==> src/rtl/instr_sequencer.sv <==
// rtl/instr_sequencer.sv - multicycle fetch/read/exec/write sequencer for regfile + alu (optional TRAP_UNDEF_EN: trap opcodes 11-14)
module instr_sequencer #(
    parameter int PROG_DEPTH = 16,
    parameter int PC_W       = 4
) (
    input  logic            i_clk,
    input  logic            i_reset,
    input  logic            i_prog_we,
    input  logic [PC_W-1:0] i_prog_addr,
    input  logic [15:0]     i_prog_data,
    input  logic            i_start,
    output logic [15:0]     o_instruction,
    output logic            o_enable_write,
    output logic [PC_W-1:0] o_pc,
    output logic            o_busy,
    output logic            o_halted,
    output logic            o_error
);

    typedef enum logic [2:0] {
        S_IDLE  = 3'd0,
        S_FETCH = 3'd1,
        S_READ  = 3'd2,
        S_EXEC  = 3'd3,
        S_WRITE = 3'd4,
        S_HALT  = 3'd5
    } state_t;

    state_t          r_state;
    state_t          w_next;
    logic [15:0]     r_mem [PROG_DEPTH];
    logic [15:0]     r_instr;
    logic [PC_W-1:0] r_pc;
    logic [3:0]      w_opcode;
    logic            w_undef;
    logic            w_stopped;
    logic            w_launch;

    assign w_opcode  = r_instr[15:12];
    // Opcodes 11-14 have no ALU meaning; they never write the regfile.
    assign w_undef   = (w_opcode >= 4'd11) && (w_opcode <= 4'd14);
    // IDLE and HALT both accept program writes and a start pulse.
    assign w_stopped = (r_state == S_IDLE) || (r_state == S_HALT);
    assign w_launch  = w_stopped && i_start;

    // Program store: written only while the sequencer is not running.
    always_ff @(posedge i_clk) begin
        if (i_prog_we && w_stopped) begin
            r_mem[i_prog_addr] <= i_prog_data;
        end
    end

    // State register with synchronous reset.
    always_ff @(posedge i_clk) begin
        if (i_reset) begin
            r_state <= S_IDLE;
        end else begin
            r_state <= w_next;
        end
    end

    // Next-state selection: one clock per state, four per instruction.
    always_comb begin
        w_next = r_state;
        case (r_state)
            S_IDLE:  if (i_start) w_next = S_FETCH;
            S_FETCH: w_next = S_READ;
            S_READ:  w_next = S_EXEC;
            S_EXEC: begin
                if (w_opcode == 4'd15) begin
                    w_next = S_HALT;
`ifdef TRAP_UNDEF_EN
                end else if (w_undef) begin
                    w_next = S_HALT;
`endif
                end else begin
                    w_next = S_WRITE;
                end
            end
            S_WRITE: w_next = S_FETCH;
            S_HALT:  if (i_start) w_next = S_FETCH;
            default: w_next = S_IDLE;
        endcase
    end

`ifdef TRAP_UNDEF_EN
    logic r_error;

    // Trap flag: set when an undefined opcode reaches EXEC, cleared on a new run.
    always_ff @(posedge i_clk) begin
        if (i_reset) begin
            r_error <= 1'b0;
        end else if (w_launch) begin
            r_error <= 1'b0;
        end else if ((r_state == S_EXEC) && w_undef) begin
            r_error <= 1'b1;
        end
    end
`endif

    // Program counter and instruction latch; instruction only changes at the end of FETCH.
    always_ff @(posedge i_clk) begin
        if (i_reset) begin
            r_pc    <= '0;
            r_instr <= '0;
        end else if (w_launch) begin
            r_pc <= '0;
        end else if (r_state == S_FETCH) begin
            r_instr <= r_mem[r_pc];
        end else if (r_state == S_WRITE) begin
            r_pc <= r_pc + PC_W'(1);
        end
    end

    // Outputs decoded from the current state; the write strobe spans the whole WRITE cycle.
    always_comb begin
        o_instruction  = r_instr;
        o_pc           = r_pc;
        o_busy         = (r_state == S_FETCH) || (r_state == S_READ) ||
                         (r_state == S_EXEC)  || (r_state == S_WRITE);
        o_halted       = (r_state == S_HALT);
        o_enable_write = (r_state == S_WRITE) && !w_undef;
`ifdef TRAP_UNDEF_EN
        o_error        = r_error;
`else
        o_error        = 1'b0;
`endif
    end

endmodule

==> config.mk <==
export PLATFORM = sky130hd
export DESIGN_NAME = instr_sequencer
export DESIGN_NICKNAME = d
export VERILOG_FILES = /design/src/rtl/instr_sequencer.sv
export SDC_FILE = /design/constraint.sdc
export NUM_CORES = 1
export LEC_CHECK = 0
export CAP_MARGIN = 40
export CORE_MARGIN = 2
export CORE_UTILIZATION = 49
export DETAILED_ROUTE_END_ITERATION = 7
export PLACE_DENSITY_LB_ADDON = 0.08
export SETUP_SLACK_MARGIN = 0.15
export SKIP_LAST_GASP = 1
export SYNTH_ARGS = -nofsm -noshare
export SYNTH_HDL_FRONTEND = slang
export SYNTH_SLANG_ARGS = --single-unit
export TNS_END_PERCENT = 20
==> constraint.sdc <==
create_clock -name i_clk -period 3.6 [get_ports i_clk]
set_clock_uncertainty 0.15 [all_clocks]
set_input_delay 1.08 -clock i_clk [delete_from_list [all_inputs] [get_ports i_clk]]
set_output_delay 1.08 -clock i_clk [all_outputs]
set_load 0.1 [all_outputs]
Yosys cells after proc, flatten, opt, wreduce, memory -nomap -nowiden

Memory sizes are Yosys's and may differ from the RTL's. A register that Yosys moved wholly into a read port is not among the register bits.
Index checks and enable logic that the tools add are counted.
Widths: inputs -> output; s select.

Word-level logic and storage cells: 34
Memories: 1
Flip-flop bits (word level): 7
Input port bits: 24
Output and inout port bits: 24
Memory bits (writable): 256

Memories:

| memory | depth | width | read ports | clocked after Yosys merged registers in | wr ports | line | source |
|---|---|---|---|---|---|---|---|
| r_mem  | 16    | 16    | 1          | 1                                       | 1        | 31   | `logic [15:0] r_mem [PROG_DEPTH];` |

Bitwise logic cells: 2
$lt $le $gt $ge: 2
Add/subtract/negate cells: 1
Multiplexer cells: 5
Reductions and logical operators: 14
Equal/unequal tests: 7

Operators by type and width:

| kind                | number |
|---|---|
| $pmux 3 s5          | 1 |
| $eq 3x2->1 const B  | 2 |
| $eq 3x3->1 const B  | 2 |
| $add 4x1->4 const B | 1 |
| $eq 4x4->1 const B  | 1 |
| $ge 4x4->1 const B  | 1 |
| $le 4x4->1 const B  | 1 |
| $logic_and 1x1->1   | 4 |
| $logic_or 1x1->1    | 4 |
| $reduce_and 2->1    | 2 |
| $reduce_or 2->1     | 2 |
| $eq 3x1->1 const B  | 1 |
| $logic_not 3->1     | 1 |
| $mux 1              | 3 |
| $mux 3              | 1 |
| $ne 2x1->1 const B  | 1 |
| $not 1->1           | 2 |
| $logic_not 1->1     | 1 |

Longest topological paths before layout

Word-level depth: 5
Gate-level depth with buffers: 8
Depth with buffers taken out: 4

Worst setup path before layout

OpenSTA, ideal clock, no wires.

Path type: reg2out
Start: register r_instr[13] (netlist: o_instruction[13]), read port of r_mem
End: output port o_enable_write
Data arrival time: 3.531 ns
Slack: -1.161 ns
Path buffers: 0
Required time: 2.370 ns
Stages on the path, launching flop included: 4
Cell sequence: dfxtp_1 > nand2_1 > xnor2_1 > a21boi_0

Longest elaborated chain between the ends: 4

RTL lines:

| what                                            | line | source |
|---|---|---|
| start, declared                                 | 32   | `logic [15:0] r_instr;` |
| $ge 4x4->1 / $le 4x4->1 (equally long branches) | 41   | `assign w_undef = (w_opcode >= 4'd11) && (w_opcode <= 4'd14);` |
| $logic_and 1x1->1 (*)                           | 41   |  |
| $logic_not 1->1 (*)                             | 122  | `o_enable_write = (r_state == S_WRITE) && !w_undef;` |
| $logic_and 1x1->1 (*)                           | 122  |  |
| end, declared                                   | 13   | `output logic o_enable_write,` |

Mark *: on every way between the ends. The rest lies on a longest branch, timed or not.

Worst setup path after layout

Start: register r_state[2]
End: output port o_enable_write

Longest elaborated chain between the ends: 2

RTL lines:

| what                   | line | source |
|---|---|---|
| start, declared        | 29   | `state_t r_state;` |
| start signal, assigned | 58   | `r_state <= w_next;` |
| $eq 3x3->1             | 122  |  |
| $logic_and 1x1->1      | 122  |  |

Every way passes these cells.

==> flow_summary.ini <==
[finish]
layout_commonest_cell = edfxtp_1
antenna_cells = 0
nNetsFinal = 650
most-common-layout-cells = edfxtp_1 (256), buf_4 (61), mux4_2 (48)
drive_gt1_share_pct = 29.2
syn_to_final_growth_pct = 17.8

[cts]
root_buffer = clkbuf_16
htreeDepth = 1
clock_latency_ns = 0.54
clk_pin_slew_worst_paths_ns = 0.06
cts_buffers = 28
numClockSinks = 279
clockBufferDepth = 3
cts_tree = done
cts_setup_buffers = 0

[synthesis]
ys_warn_count = 0
synth.yosys.seq_area_share_pct = 76.1
synthCells = 537
synth.distinct_cells = 39
synth_enable_flop_cells = 256
synth_seq_cells = 279
synth_area_per_cell_um2 = 19.9
ys.flop_type = edfxtp_1
synth_nets = 562
synth_area_um2 = 10700
async_flop_share_pct = 0

[critical_path]
critical-path-slowest-cell = dfxtp_1
endpoint_kind = output pin
crit_buf_inv = 1
path_cells = nor3b_2, a21boi_2, buf_12
crit_family = flip-flops
worstSetupPathType = flop to output pin
worst_setup_path_start_kind = flop
arrival_ns = 1.97
crit_path_max_fanout = 10
crit_path_max_incr_delay_ns = 0.53
required_ns = 2.37

[floorplanning]
core_region_area_um2 = 21600
initial_utilization_pct = 49.5
rows = 54
die_w_um = 152
io_pins = 48
dieHeight_um = 152
design.die.area_um2 = 23000

[drt]
drcViolationCount = 0
drt_iter0_markers = 465
avgViaCountPerCell = 5.84
firstDrtPassIters = 5
vias = 5414
drt-total-wl_um = 24100
ant_nets = 0
avgRoutedWirePerCell_um = 26.0

[hold_path]
hold_class = flop to flop

[grt]
grt_antenna_before_repair = 0
grt_overflow_total = 0
grt_max_degree = 36
grt_pass1_wl_um = 35900
grt_use_total_pct = 21.8
grt_pass1_vias = 5582

[run]
cap_violations = 0

[power_and_ir_drop]
power_w = 0.00668
p_leak_nw = 3.95
ir_worst_vdd_mv = 0.438
power.density_nw_per_um2 = 530

[timing]
setup_viol = 0
fin_crit_ns = 3.20
fin_crit_sh_pct = 88.8
rsz0062_at_grt = false
max_slew_margin_pct = 50.2
max_freq_mhz = 313
tightestPinTransition_ns = 0.747
setup_tns_ns = 0
fin_hold_ws_ns = 0.346
hold_violations = 0
drv_slew = 0

[outcome]
outcome = complete, no violations

[placed_design]
dp_hpwl_um = 14900
port_buffers = 46
place.gp.congestion = 0.749
==> per-stage QoR <==
step	cell area, µm²	cells	worst slack [ns]	utilization, %
after global placement	11700	875	0.148	54.2
after CTS	12600	927	0.373	58.3
after floorplan	10700	537	0.157	-
final	12600	927	0.402	58.3
after global routing	12600	927	0.290	58.3
after detailed placement	11700	875	0.189	54.2
==> worst reg2reg max path, cell delays in order (launching register included) <==
cell	delay, ns
dfxtp_2	0.67
buf_4	0.35
nand2b_1	0.44
a211oi_1	0.50
a2111oi_0	0.12
a221o_1	0.29
==> sequential cells by signal (all words and copies together), names as in the netlist <==
| name | flops |
|---|---|
| o_instruction | 16 |
| o_pc | 4 |
| r_mem | 256 |
| r_state | 3 |
==> where the power goes <==
group	total, W	switching (W)	internal, W
clock	0.00273	0.00116	0.00157
sequential	0.00362	0.0000285	0.00359
combinational	0.000342	0.000250	0.0000920
==> cell usage after synthesis (all sizes together) (4+ instances only) <==
master     n  area share (%)
nand2     13            0.46
nor3       5            0.23
edfxtp   256              72
nor2b     13            0.76
xnor2      4            0.33
buf       26             1.5
a221o      9            0.84
o211ai    10            0.70
a211oi    10            0.70
mux2      10             1.1
mux4      48              10
a22oi      4            0.28
nor2      31             1.1
mux2i     29             2.7
clkbuf     5            0.18
a2111oi    9            0.74
dfxtp     23             4.3
==> path summary, 6_finish.rpt <==
kind         slack, ns             start  depth (start not counted)               end
max reg2reg       0.97           o_pc[3]                          5  o_instruction[1]
min reg2reg       0.35  o_instruction[3]                          2  o_instruction[3]
min               0.35  o_instruction[3]                          2  o_instruction[3]
max               0.40        r_state[2]                          3    o_enable_write
==> metal layers <==
metal	part of all wire, %	global-route usage, %	up-vias	wire length [µm]
met4	1.5	4.58	0	357
met5	0	0	-	0
met1	44	30.7	2862	10600
met3	4.8	3.35	27	1160
met2	50	36.7	152	12000
li1	-	-	2373	-
==> logic make-up after synthesis <==
kind of cell | count (synthesis) | share of synthesized area [%]
xor+xnor | 7 | 0.573
fa+ha+maj | 1 | 0.117
mux | 87 | 13.9
flops | 279 | 76.1
compound gates | 52 | 4.00
buf+inv | 32 | 1.73
other cells | 1 | 0.0350
simple gates | 78 | 3.54
==> cell type report <==
type                       instances  area, µm²
clock buffer                      37        766
sequential                       279       8150
timing repair buffer              89        788
fill                            1607       9020
multi-input combinational        226       2440
inverter                           1       3.75
clock inverter                    15        105
tap                              280        350
==> what timing repair did <==
| item | in CTS | in global routing |
|---|---|---|
| hold buffers | 0 | 0 |
| setup endpoints to repair | 1 | 0 |
| gates resized for setup | 1 | 0 |
(Power assumes the default switching activity.)
==> variant, RTL diff (same flow settings) <==
Re-encode `state_t` (6 states) as Gray code, 3 bits wide.
--- a/src/rtl/instr_sequencer.sv
+++ b/src/rtl/instr_sequencer.sv
@@ -18,12 +18,12 @@
 );
 
     typedef enum logic [2:0] {
-        S_IDLE  = 3'd0,
-        S_FETCH = 3'd1,
-        S_READ  = 3'd2,
-        S_EXEC  = 3'd3,
-        S_WRITE = 3'd4,
-        S_HALT  = 3'd5
+        S_IDLE  = 3'b000,
+        S_FETCH = 3'b001,
+        S_READ  = 3'b011,
+        S_EXEC  = 3'b010,
+        S_WRITE = 3'b110,
+        S_HALT  = 3'b111
     } state_t;
 
     state_t          r_state;
Formal check against the unedited RTL: same outputs for any inputs over 10 cycles, from zero or initial values and one cycle with i_reset high; not proved beyond that.
==> variant against the unedited design <==
Area after synthesis rose by 0.77%. Power rose by 2.8%. Wire length fell by 3.7%. First-iteration DRC count fell by 4.1%. Clock power rose by 6%. Die area rose by 0.75%. Design area rose by 0.19%. Sequential cell count did not move. Critical path depth did not move. Setup slack improved by 84 ps. Synthesized cell count rose by 0.19%. Fmax rose by 2.7%. Non-clock buffer count fell by 17.
==> variant: results (changes against the unedited design) <==
Clocking
  • Resized Gates After CTS: 0 (-1)
  • Clock slew at reported path FFs: 60 ps (about the same)
  • Insertion delay of the later-clocked pin in the worst-skew pair: 530 ps

Placement
  • Placement-stage cell area: 11700 µm² (-0.31%)
  • DPL Wire Length: 14400 µm (-3.1%)
  • Final Wtd Congestion: 0.797 (+6.4%)
  • Number of instances in the placed design: 860 (-1.7%)
  • IO buf count: 46 (unchanged)
  • Placement-stage worst setup slack: 352 ps (+164 ps)

Synth
  • Post-Syn Nets: 563 (+0.18%)
  • Count of cell types in the netlist: 36 (-7.7%)
  • Most common library cells after synthesis: 256 x sky130_fd_sc_hd__edfxtp_1, 39 x sky130_fd_sc_hd__mux2_2, 38 x sky130_fd_sc_hd__mux4_2
  • Top post-synthesis cells by area: sky130_fd_sc_hd__edfxtp_1 71%, sky130_fd_sc_hd__mux4_2 7.9%, sky130_fd_sc_hd__dfxtp_1 4.3%
  • Average size of a mapped cell: 20.0 µm² (+0.58%)
  • Portion of the post-synthesis area used by sequential elements: 0.756 (-0.00583)

STA
  • Transition time at the pin with the least slew margin: 795 ps (+48.1 ps)
  • Hold Worst Slack: 326 ps (-19.4 ps)
  • Min Clock Period, post-route: 3110 ps (-84.2 ps)

GRT
  • Via count of the first global-routing pass: 5395 (-3.4%)
  • Wire length of the first global-routing pass: 34300 µm (-4.6%)
  • Met2 GRT Util: 0.314 (-0.0529)
  • All-Layer GR Usage: 0.199 (-0.0190)
  • Met1 demand-to-capacity share in global routing: 0.294 (-0.0131)
  • Met3 Track Usage GR: 0.0324 (-0.00111)

Power
  • Pwr Density: 544 nW/µm² (+2.6%)
  • Relative contribution of the clock network to total power: 0.421 (+0.013)
  • IR Drop Worst-Case VDD: 0.407 mV (-7.2%)
  • Switching portion of total power: 0.208 (-0.00723)
  • Cell leakage power: 0.00403 µW (+2.0%)

Worst hold path
  • Number of stages on the worst hold path: 1 (-1)
  • Beginning of the worst hold path: o_instruction[8]
  • WHS Endpoint: o_instruction[8]

Finish
  • Fraction of layout cells with a size suffix above 1: 0.304 (+0.0117)
  • Number of fill cells: 1586 (-1.3%)
  • Total number of nets in the final design: 635 (-2.3%)

Status
  • Status: finished clean

Route
  • Routed wire length on met3: 1160 µm (-0.60%)
  • Detail-routed via count per cell: 5.80 (-0.75%)
  • Number of DRC markers after the initial detailed-route iteration: 446 (-4.1%)
  • Total vias in the final route: 5292 (-2.3%)
  • Routed length on met2: 11000 µm (-8.3%)
  • Post-detailed-routing wire length: 23300 µm (-3.7%)

Critical path
  • Slowest library cell on the worst path: sky130_fd_sc_hd__dfxtp_1
  • Launching point of the worst reg2reg path: o_pc[0]
  • Number of cell instances on the worst register-to-register path: 4 (-1)
  • Reg2Reg Capture Point: o_instruction[4]
  • Maximum cell stage delay along the critical path: 490 ps (-40 ps)
  • Data arrival time of the critical path: 1880 ps (-90 ps)
[variant: changes by cell type in the layout (fill, tap and decap cells not counted), sizes merged, moves of 5 or more]
cell     before  now
a2111oi       9    0
a211oi       10    0
a221o         9   15
buf          66   49
clkbuf       37   42
mux2         10   39
mux2i        29    9
nand2        13    7
nand2b        3    8
nor3          5   17
o211ai       10    0
o22ai         1   14
[variant: cells by family (layout without fill, tap and decap cells)]
family,Yosys count,after routing,synth area share
compound gates,38,38,0.0274
flops,279,279,0.756
other cells,1,2,0.000348
xor+xnor,4,4,0.00325
buf+inv,31,125,0.0151
fa+ha+maj,1,1,0.00116
mux,98,98,0.158
simple gates,86,86,0.0396
[variant: final cells by class]
class                      instances  area (µm²)  share of cell area
antenna                            1        2.50            0.000198
clock buffer                      42         805              0.0637
clock inverter                    10         129              0.0102
inverter                           1        3.75            0.000297
multi-input combinational        228        2530               0.201
sequential                       279        8160               0.646
tap                              280         350              0.0277
timing repair buffer              72         648              0.0513
